===== config.mk =====
export PLATFORM = sky130hd
export DESIGN_NAME = mem_stage_flat
export DESIGN_NICKNAME = d
export VERILOG_FILES = /design/src/rtl/mem_stage_if.sv /design/src/rtl/mem_stage.sv /design/src/flat_wrapper.sv
export SDC_FILE = /design/constraint.sdc
export NUM_CORES = 1
export LEC_CHECK = 0
export BUFFER_PORTS_ARGS = -buffer_cell sky130_fd_sc_hd__clkbuf_2
export CORE_UTILIZATION = 25
export DETAILED_ROUTE_END_ITERATION = 6
export HOLD_SLACK_MARGIN = 0.08
export SLEW_MARGIN = 0
export SYNTH_ARGS = -nofsm -noshare
export SYNTH_HDL_FRONTEND = slang
export SYNTH_SLANG_ARGS = --single-unit

===== constraint.sdc =====
create_clock -name clk -period 5.2 [get_ports clk]
set_input_delay 0.52 -clock clk [delete_from_list [all_inputs] [get_ports clk]]
set_output_delay 0.52 -clock clk [all_outputs]
set_load 0.02 [all_outputs]

===== src/rtl/mem_stage_if.sv =====
// ---------------------------------------------------------------------------
// mem_stage_if
// Data-memory request/acknowledge bus between the memory-access stage and
// the data memory.
//   o_dmem_req    request, held until ack or abort
//   o_dmem_we     1=write, 0=read
//   o_dmem_addr   memory address
//   o_dmem_wdata  store data
//   i_dmem_rdata  load data, valid with ack
//   i_dmem_ack    completion, one-cycle pulse
// Signal prefixes are from the stage's point of view.
// master = memory-access stage, slave = data memory.
// ---------------------------------------------------------------------------
interface mem_stage_if #(
   parameter int DATA_W = 32
);
   logic              o_dmem_req;
   logic              o_dmem_we;
   logic [DATA_W-1:0] o_dmem_addr;
   logic [DATA_W-1:0] o_dmem_wdata;
   logic [DATA_W-1:0] i_dmem_rdata;
   logic              i_dmem_ack;

   modport master (
      output o_dmem_req,
      output o_dmem_we,
      output o_dmem_addr,
      output o_dmem_wdata,
      input  i_dmem_rdata,
      input  i_dmem_ack
   );

   modport slave (
      input  o_dmem_req,
      input  o_dmem_we,
      input  o_dmem_addr,
      input  o_dmem_wdata,
      output i_dmem_rdata,
      output i_dmem_ack
   );
endinterface


===== src/rtl/mem_stage.sv =====
// ---------------------------------------------------------------------------
// mem_stage
// Memory-access stage of the multicycle core. Non-memory ops pass straight
// to write-back in one cycle; loads/stores run a req/ack transaction on the
// data-memory bus with a timeout abort, and o_busy holds the execute stage
// while a transaction is outstanding.
//
// Ports
//   clk, rst        clock, synchronous active-low reset
//   i_valid         execute-stage outputs valid
//   i_ctrl_mux      [2]=load, [1]=store, [0]=register write enable
//   i_aluout, i_b   address/ALU result, store data
//   i_rd            destination register
//   o_busy          1 while a memory access is outstanding (combinational)
//   dmem            data-memory bus (mem_stage_if.master)
//   o_valid         one-cycle pulse, write-back fields valid
//   o_wb_en/o_wb_data/o_rd   write-back fields, held between pulses
//   o_err           one-cycle pulse with o_valid on timeout/fault
//
// Optional feature: define MEM_ALIGN_CHECK_EN to reject memory ops whose
// address is not word aligned (error response, no bus request).
//
// State table
//   state    | meaning
//   IDLE     | no access outstanding; accepts one op per cycle
//   ACCESS   | request on the bus, waiting for ack or timeout
// ---------------------------------------------------------------------------
module mem_stage #(
   parameter int DATA_W  = 32,
   parameter int TIMEOUT = 255
) (
   input  logic              clk,
   input  logic              rst,
   input  logic              i_valid,
   input  logic [2:0]        i_ctrl_mux,
   input  logic [DATA_W-1:0] i_aluout,
   input  logic [DATA_W-1:0] i_b,
   input  logic [4:0]        i_rd,
   output logic              o_busy,
   mem_stage_if.master       dmem,
   output logic              o_valid,
   output logic              o_wb_en,
   output logic [DATA_W-1:0] o_wb_data,
   output logic [4:0]        o_rd,
   output logic              o_err
);

   localparam logic [0:0] S_IDLE   = 1'b0;
   localparam logic [0:0] S_ACCESS = 1'b1;

   localparam logic [7:0] L_TIMEOUT = 8'(TIMEOUT);

   logic [0:0]        r_state;
   logic [7:0]        r_cnt;
   logic              r_dmem_req;
   logic              r_dmem_we;
   logic [DATA_W-1:0] r_dmem_addr;
   logic [DATA_W-1:0] r_dmem_wdata;
   logic              r_is_load;
   logic              r_cap_wen;
   logic [4:0]        r_cap_rd;
   logic              r_valid;
   logic              r_err;
   logic              r_wb_en;
   logic [DATA_W-1:0] r_wb_data;
   logic [4:0]        r_rd;

   logic              w_mem_op;
   logic              w_misaligned;
   logic [7:0]        w_cnt_nxt;

   assign w_mem_op  = i_ctrl_mux[2] | i_ctrl_mux[1];
   assign w_cnt_nxt = r_cnt + 8'd1;

`ifdef MEM_ALIGN_CHECK_EN
   assign w_misaligned = (i_aluout[1:0] != 2'b00);
`else
   assign w_misaligned = 1'b0;
`endif

   always_ff @(posedge clk) begin
      if (!rst) begin
         r_state      <= S_IDLE;
         r_cnt        <= 8'd0;
         r_dmem_req   <= 1'b0;
         r_dmem_we    <= 1'b0;
         r_dmem_addr  <= '0;
         r_dmem_wdata <= '0;
         r_is_load    <= 1'b0;
         r_cap_wen    <= 1'b0;
         r_cap_rd     <= 5'd0;
         r_valid      <= 1'b0;
         r_err        <= 1'b0;
         r_wb_en      <= 1'b0;
         r_wb_data    <= '0;
         r_rd         <= 5'd0;
      end else begin
         r_valid <= 1'b0;
         r_err   <= 1'b0;
         case (r_state)
            S_IDLE: begin
               r_dmem_req <= 1'b0;
               r_cnt      <= 8'd0;
               if (i_valid) begin
                  if (!w_mem_op) begin
                     r_valid   <= 1'b1;
                     r_wb_en   <= i_ctrl_mux[0];
                     r_wb_data <= i_aluout;
                     r_rd      <= i_rd;
                  end else if (w_misaligned) begin
                     r_valid   <= 1'b1;
                     r_err     <= 1'b1;
                     r_wb_en   <= 1'b0;
                     r_wb_data <= '0;
                     r_rd      <= i_rd;
                  end else begin
                     // Store wins when both load and store bits are set.
                     r_state      <= S_ACCESS;
                     r_dmem_req   <= 1'b1;
                     r_dmem_we    <= i_ctrl_mux[1];
                     r_dmem_addr  <= i_aluout;
                     r_dmem_wdata <= i_b;
                     r_is_load    <= i_ctrl_mux[2] & ~i_ctrl_mux[1];
                     r_cap_wen    <= i_ctrl_mux[0];
                     r_cap_rd     <= i_rd;
                  end
               end
            end
            S_ACCESS: begin
               if (dmem.i_dmem_ack) begin
                  r_state    <= S_IDLE;
                  r_dmem_req <= 1'b0;
                  r_valid    <= 1'b1;
                  r_wb_en    <= r_cap_wen;
                  r_rd       <= r_cap_rd;
                  // The captured address register doubles as the ALU result.
                  r_wb_data  <= r_is_load ? dmem.i_dmem_rdata : r_dmem_addr;
               end else if (w_cnt_nxt == L_TIMEOUT) begin
                  r_state    <= S_IDLE;
                  r_dmem_req <= 1'b0;
                  r_valid    <= 1'b1;
                  r_err      <= 1'b1;
                  r_wb_en    <= 1'b0;
                  r_wb_data  <= '0;
                  r_rd       <= r_cap_rd;
               end else begin
                  r_cnt <= w_cnt_nxt;
               end
            end
            default: begin
               r_state    <= S_IDLE;
               r_dmem_req <= 1'b0;
            end
         endcase
      end
   end

   assign o_busy            = (r_state != S_IDLE);
   assign dmem.o_dmem_req   = r_dmem_req;
   assign dmem.o_dmem_we    = r_dmem_we;
   assign dmem.o_dmem_addr  = r_dmem_addr;
   assign dmem.o_dmem_wdata = r_dmem_wdata;
   assign o_valid           = r_valid;
   assign o_err             = r_err;
   assign o_wb_en           = r_wb_en;
   assign o_wb_data         = r_wb_data;
   assign o_rd              = r_rd;

endmodule

===== src/flat_wrapper.sv =====
// flat-port wrapper written by rule: the top's interface ports become plain ports
module mem_stage_flat 
#(
   parameter int DATA_W  = 32,
   parameter int TIMEOUT = 255
)
  (clk, rst, i_valid, i_ctrl_mux, i_aluout, i_b, i_rd, o_busy, o_valid, o_wb_en, o_wb_data, o_rd, o_err, dmem_o_dmem_req, dmem_o_dmem_we, dmem_o_dmem_addr, dmem_o_dmem_wdata, dmem_i_dmem_rdata, dmem_i_dmem_ack);
  mem_stage_if #(.DATA_W(DATA_W)) dmem_i ();
  input  logic clk;
  input  logic rst;
  input  logic i_valid;
  input  logic [2:0] i_ctrl_mux;
  input  logic [DATA_W-1:0] i_aluout;
  input  logic [DATA_W-1:0] i_b;
  input  logic [4:0] i_rd;
  output logic o_busy;
  output logic o_valid;
  output logic o_wb_en;
  output logic [DATA_W-1:0] o_wb_data;
  output logic [4:0] o_rd;
  output logic o_err;
  output wire logic [$bits(dmem_i.o_dmem_req)-1:0] dmem_o_dmem_req;
  output wire logic [$bits(dmem_i.o_dmem_we)-1:0] dmem_o_dmem_we;
  output wire logic [$bits(dmem_i.o_dmem_addr)-1:0] dmem_o_dmem_addr;
  output wire logic [$bits(dmem_i.o_dmem_wdata)-1:0] dmem_o_dmem_wdata;
  input wire logic [$bits(dmem_i.i_dmem_rdata)-1:0] dmem_i_dmem_rdata;
  input wire logic [$bits(dmem_i.i_dmem_ack)-1:0] dmem_i_dmem_ack;
  assign dmem_o_dmem_req = dmem_i.o_dmem_req;
  assign dmem_o_dmem_we = dmem_i.o_dmem_we;
  assign dmem_o_dmem_addr = dmem_i.o_dmem_addr;
  assign dmem_o_dmem_wdata = dmem_i.o_dmem_wdata;
  assign dmem_i.i_dmem_rdata = dmem_i_dmem_rdata;
  assign dmem_i.i_dmem_ack = dmem_i_dmem_ack;
  mem_stage #(.DATA_W(DATA_W), .TIMEOUT(TIMEOUT)) u_core (.clk(clk), .rst(rst), .i_valid(i_valid), .i_ctrl_mux(i_ctrl_mux), .i_aluout(i_aluout), .i_b(i_b), .i_rd(i_rd), .o_busy(o_busy), .dmem(dmem_i), .o_valid(o_valid), .o_wb_en(o_wb_en), .o_wb_data(o_wb_data), .o_rd(o_rd), .o_err(o_err));
endmodule

==> results.md <==
* Ratio of final minimum period to clock period at 0.570
* IO Port Bufs at 214
* Library cell with the largest summed area after synthesis: dfxtp_1
* Required time worst endpoint at 5.45 ns
* Count of cell types in the netlist at 46
* Hpwl dp at 12.3 mm
* Width of the chip at roughly 160 um
* # hold bufs at CTS at 0
* Area of the core at 23400 sq um
* Leading post-synthesis cells by instance count: nand2_1, dfxtp_1, a21boi_0, clkbuf_1, o21ai_0
* Count of clock tree sinks at 122
* Layout overhead on the synthesized area at 30.8%
* Worst setup path category: flop to flop
* Fraction of final layout cells with drive strength greater than 1 at 0.268
* H-tree depth reported by CTS at 4
* Number of routed nets with antenna violations at 0
* Leakage component of the power at 0.00327 uW
* Top-Level Pins at 215
* Largest cells by area after synthesis: dfxtp_1, nand2_1, a21boi_0
* Final TNS setup at 0 ns
* CTS clk-pin slew, worst paths at 0.06 ns
* Pin count of the biggest net entering global routing at 49
* Gp weighted congestion at 0.775
* Synth Register Bits at between 100 and 150
* Most common cell in the synthesized netlist: nand2_1
* Power density relative to cell area at 326 nW/um^2
* Routed via count divided by cell count at approximately 4.5
* Net count after synthesis at a little under 900
* Maxcap violations at 0
* Arr. time, crit path at 3.21 ns
* Row count at 56
* Detail-routed net length per standard cell at about 14 um
* Vias in the first global route at 5591
* Starting utilization of the core area at 0.253
* Type of the worst min-delay path: input port to flop
* Number of setup violations in the final report at 0
* Number of max-slew violations in the final report at 0
* Max_slew headroom at 0.265
* Overall track demand over capacity in global routing at 0.153
* First drt pass iteration count at 4
* Resized cells post-CTS at 0
* Average cell area after synthesis at 7.61 sq um
* Drt total wl at about 18 mm
* Overflow left after global routing at 0
* Final nets at 1066
* Buffer count from post-CTS setup fixing at 0
* Post-synth top area share at 0.412
* Status: complete, no violations
* Warning count from the yosys run at 0
* Worst-case clock skew at 0.00569 ns
* Synth Cell Area at 5930 sq um
* Initial DRC Count at 271
* Fraction of registers with async set/reset at 0
* Biggest fanout along the worst timing path at 39
* Slew at the pin with the worst max-slew slack at 1.10 ns
* Worst-case vdd ir drop at 0.163 mV
* Height of the chip at roughly 160 um
* Cell Count, Final, Fillers Out at 1284
* Antenna violations before repair at 0
* Max Buffers Root-to-Sink at 2
* Routed vias at about 5.8k
* Clock tree from TritonCTS: built
* Post-route DRC violation count at 0
* Cell chosen for the clock root: clkbuf_16
* Startpoint types: flop
* Kind of end point of the critical path: flop
* Portion of the post-synthesis area used by sequential elements at 0.412
* Diode insertion count for antenna repair at 0
* Total Die Area at 24300 sq um
* Mapped Cells at 780
* Number of enable flip-flop cells after synthesis at 0
* RSZ-0062 raised after global routing: no
* Number of fill cells at 2555
* Clock Latency Late Sink at 0.41 ns
* Period minus WS final at between 2 and 3 ns
* Wire length of the first global-routing pass at 28.9 mm
* Fmax at 0.337 GHz
* Dominant synthesized flop cell: dfxtp_1
* Number of buffers added by the clock tree synthesis step at 17
* Number of cells in the design after placement at 1256
* Final number of hold-violating endpoints at 0
## critical path: stages (launching register included)
cell	delay (ns)
dfxtp_1	0.47
ha_1	0.35
nand4_2	0.16
or3_1	0.34
a221o_1	0.50
nor2_4	0.77
o21ai_0	0.20
## sequential cells by signal (all words and copies together), names as in the netlist, 5 cells and up
name and count:
u_core.dmem.o_dmem_addr 32, u_core.o_wb_data 32, u_core.o_rd 5, u_core.r_cap_rd 5, u_core.dmem.o_dmem_wdata 32, u_core.r_cnt 8
## layout by cell type, fill, tap and decap left out, types with 3 or more instances in the layout
| cell | n |
|---|---|
| a21boi_0 | 72 |
| a22o_1 | 5 |
| a21oi_1 | 35 |
| inv_1 | 4 |
| xnor2_1 | 3 |
| clkbuf_8 | 4 |
| nand4_1 | 3 |
| clkbuf_1 | 4 |
| and3_1 | 6 |
| dfxtp_1 | 120 |
| nor2_1 | 37 |
| nand3_1 | 3 |
| o21ai_0 | 46 |
| clkbuf_16 | 17 |
| nand3b_1 | 33 |
| mux2i_1 | 42 |
| nand2_1 | 263 |
| buf_4 | 9 |
| clkbuf_2 | 214 |
| nor3_1 | 4 |
## per-layer routing
| metal | GRT usage | routed length, um | vias to the layer above | part of all wire |
|---|---|---|---|---|
| met2 | 0.250 | 8460 | 204 | 0.46 |
| met1 | 0.184 | 8090 | 2620 | 0.44 |
| met3 | 0.0572 | 1590 | 9 | 0.087 |
| met4 | 0.0472 | 190 | 0 | 0.010 |
| li1 | - | - | 2962 | - |
| met5 | 0 | 0 | - | 0 |
## per-stage QoR
stage	setup WS [ns]	total power (uW)	utilization	instance area (sq um)	hold slack, ns
after floorplan	2.96	1290	-	5930	0.443
after global placement	2.24	1450	0.309	7220	0.449
after detailed placement	2.16	1450	0.309	7220	0.459
after CTS	2.15	2570	0.332	7760	0.320
after global routing	1.93	2660	0.332	7760	0.327
final	2.24	2530	0.332	7760	0.343
## worst paths after layout
check	start	end	slack, ns	cells after the start
max	u_core.r_cnt[1]	u_core.o_wb_data[26]	2.24	6
min	i_b[10]	u_core.dmem.o_dmem_wdata[10]	0.34	3
max reg2reg	u_core.r_cnt[1]	u_core.o_wb_data[26]	2.24	6
min reg2reg	u_core.dmem.o_dmem_wdata[11]	u_core.dmem.o_dmem_wdata[11]	0.46	2
## area by class of cell
| type | instances | area (sq um) | share of cell area |
|---|---|---|---|
| multi-input combinational | 588 | 3230 | 0.416 |
| clock inverter | 3 | 40.0 | 0.00516 |
| inverter | 4 | 15.0 | 0.00194 |
| timing repair buffer | 223 | 1140 | 0.147 |
| tap | 319 | 399 | 0.0514 |
| sequential | 122 | 2440 | 0.315 |
| clock buffer | 25 | 495 | 0.0639 |
## cell families after synthesis
family | synth area share
compound gates | 0.189
xor+xnor | 0.00591
fa+ha+maj | 0.00422
buf+inv | 0.0485
flops | 0.412
mux | 0.0709
simple gates | 0.269
## power breakdown
group	total [uW]	switching, uW	internal, uW
combinational	384	242	143
clock	1100	406	696
sequential	1040	45.6	995
total	2530	693	1830
No activity file was read; power rests on OpenSTA's default activity.
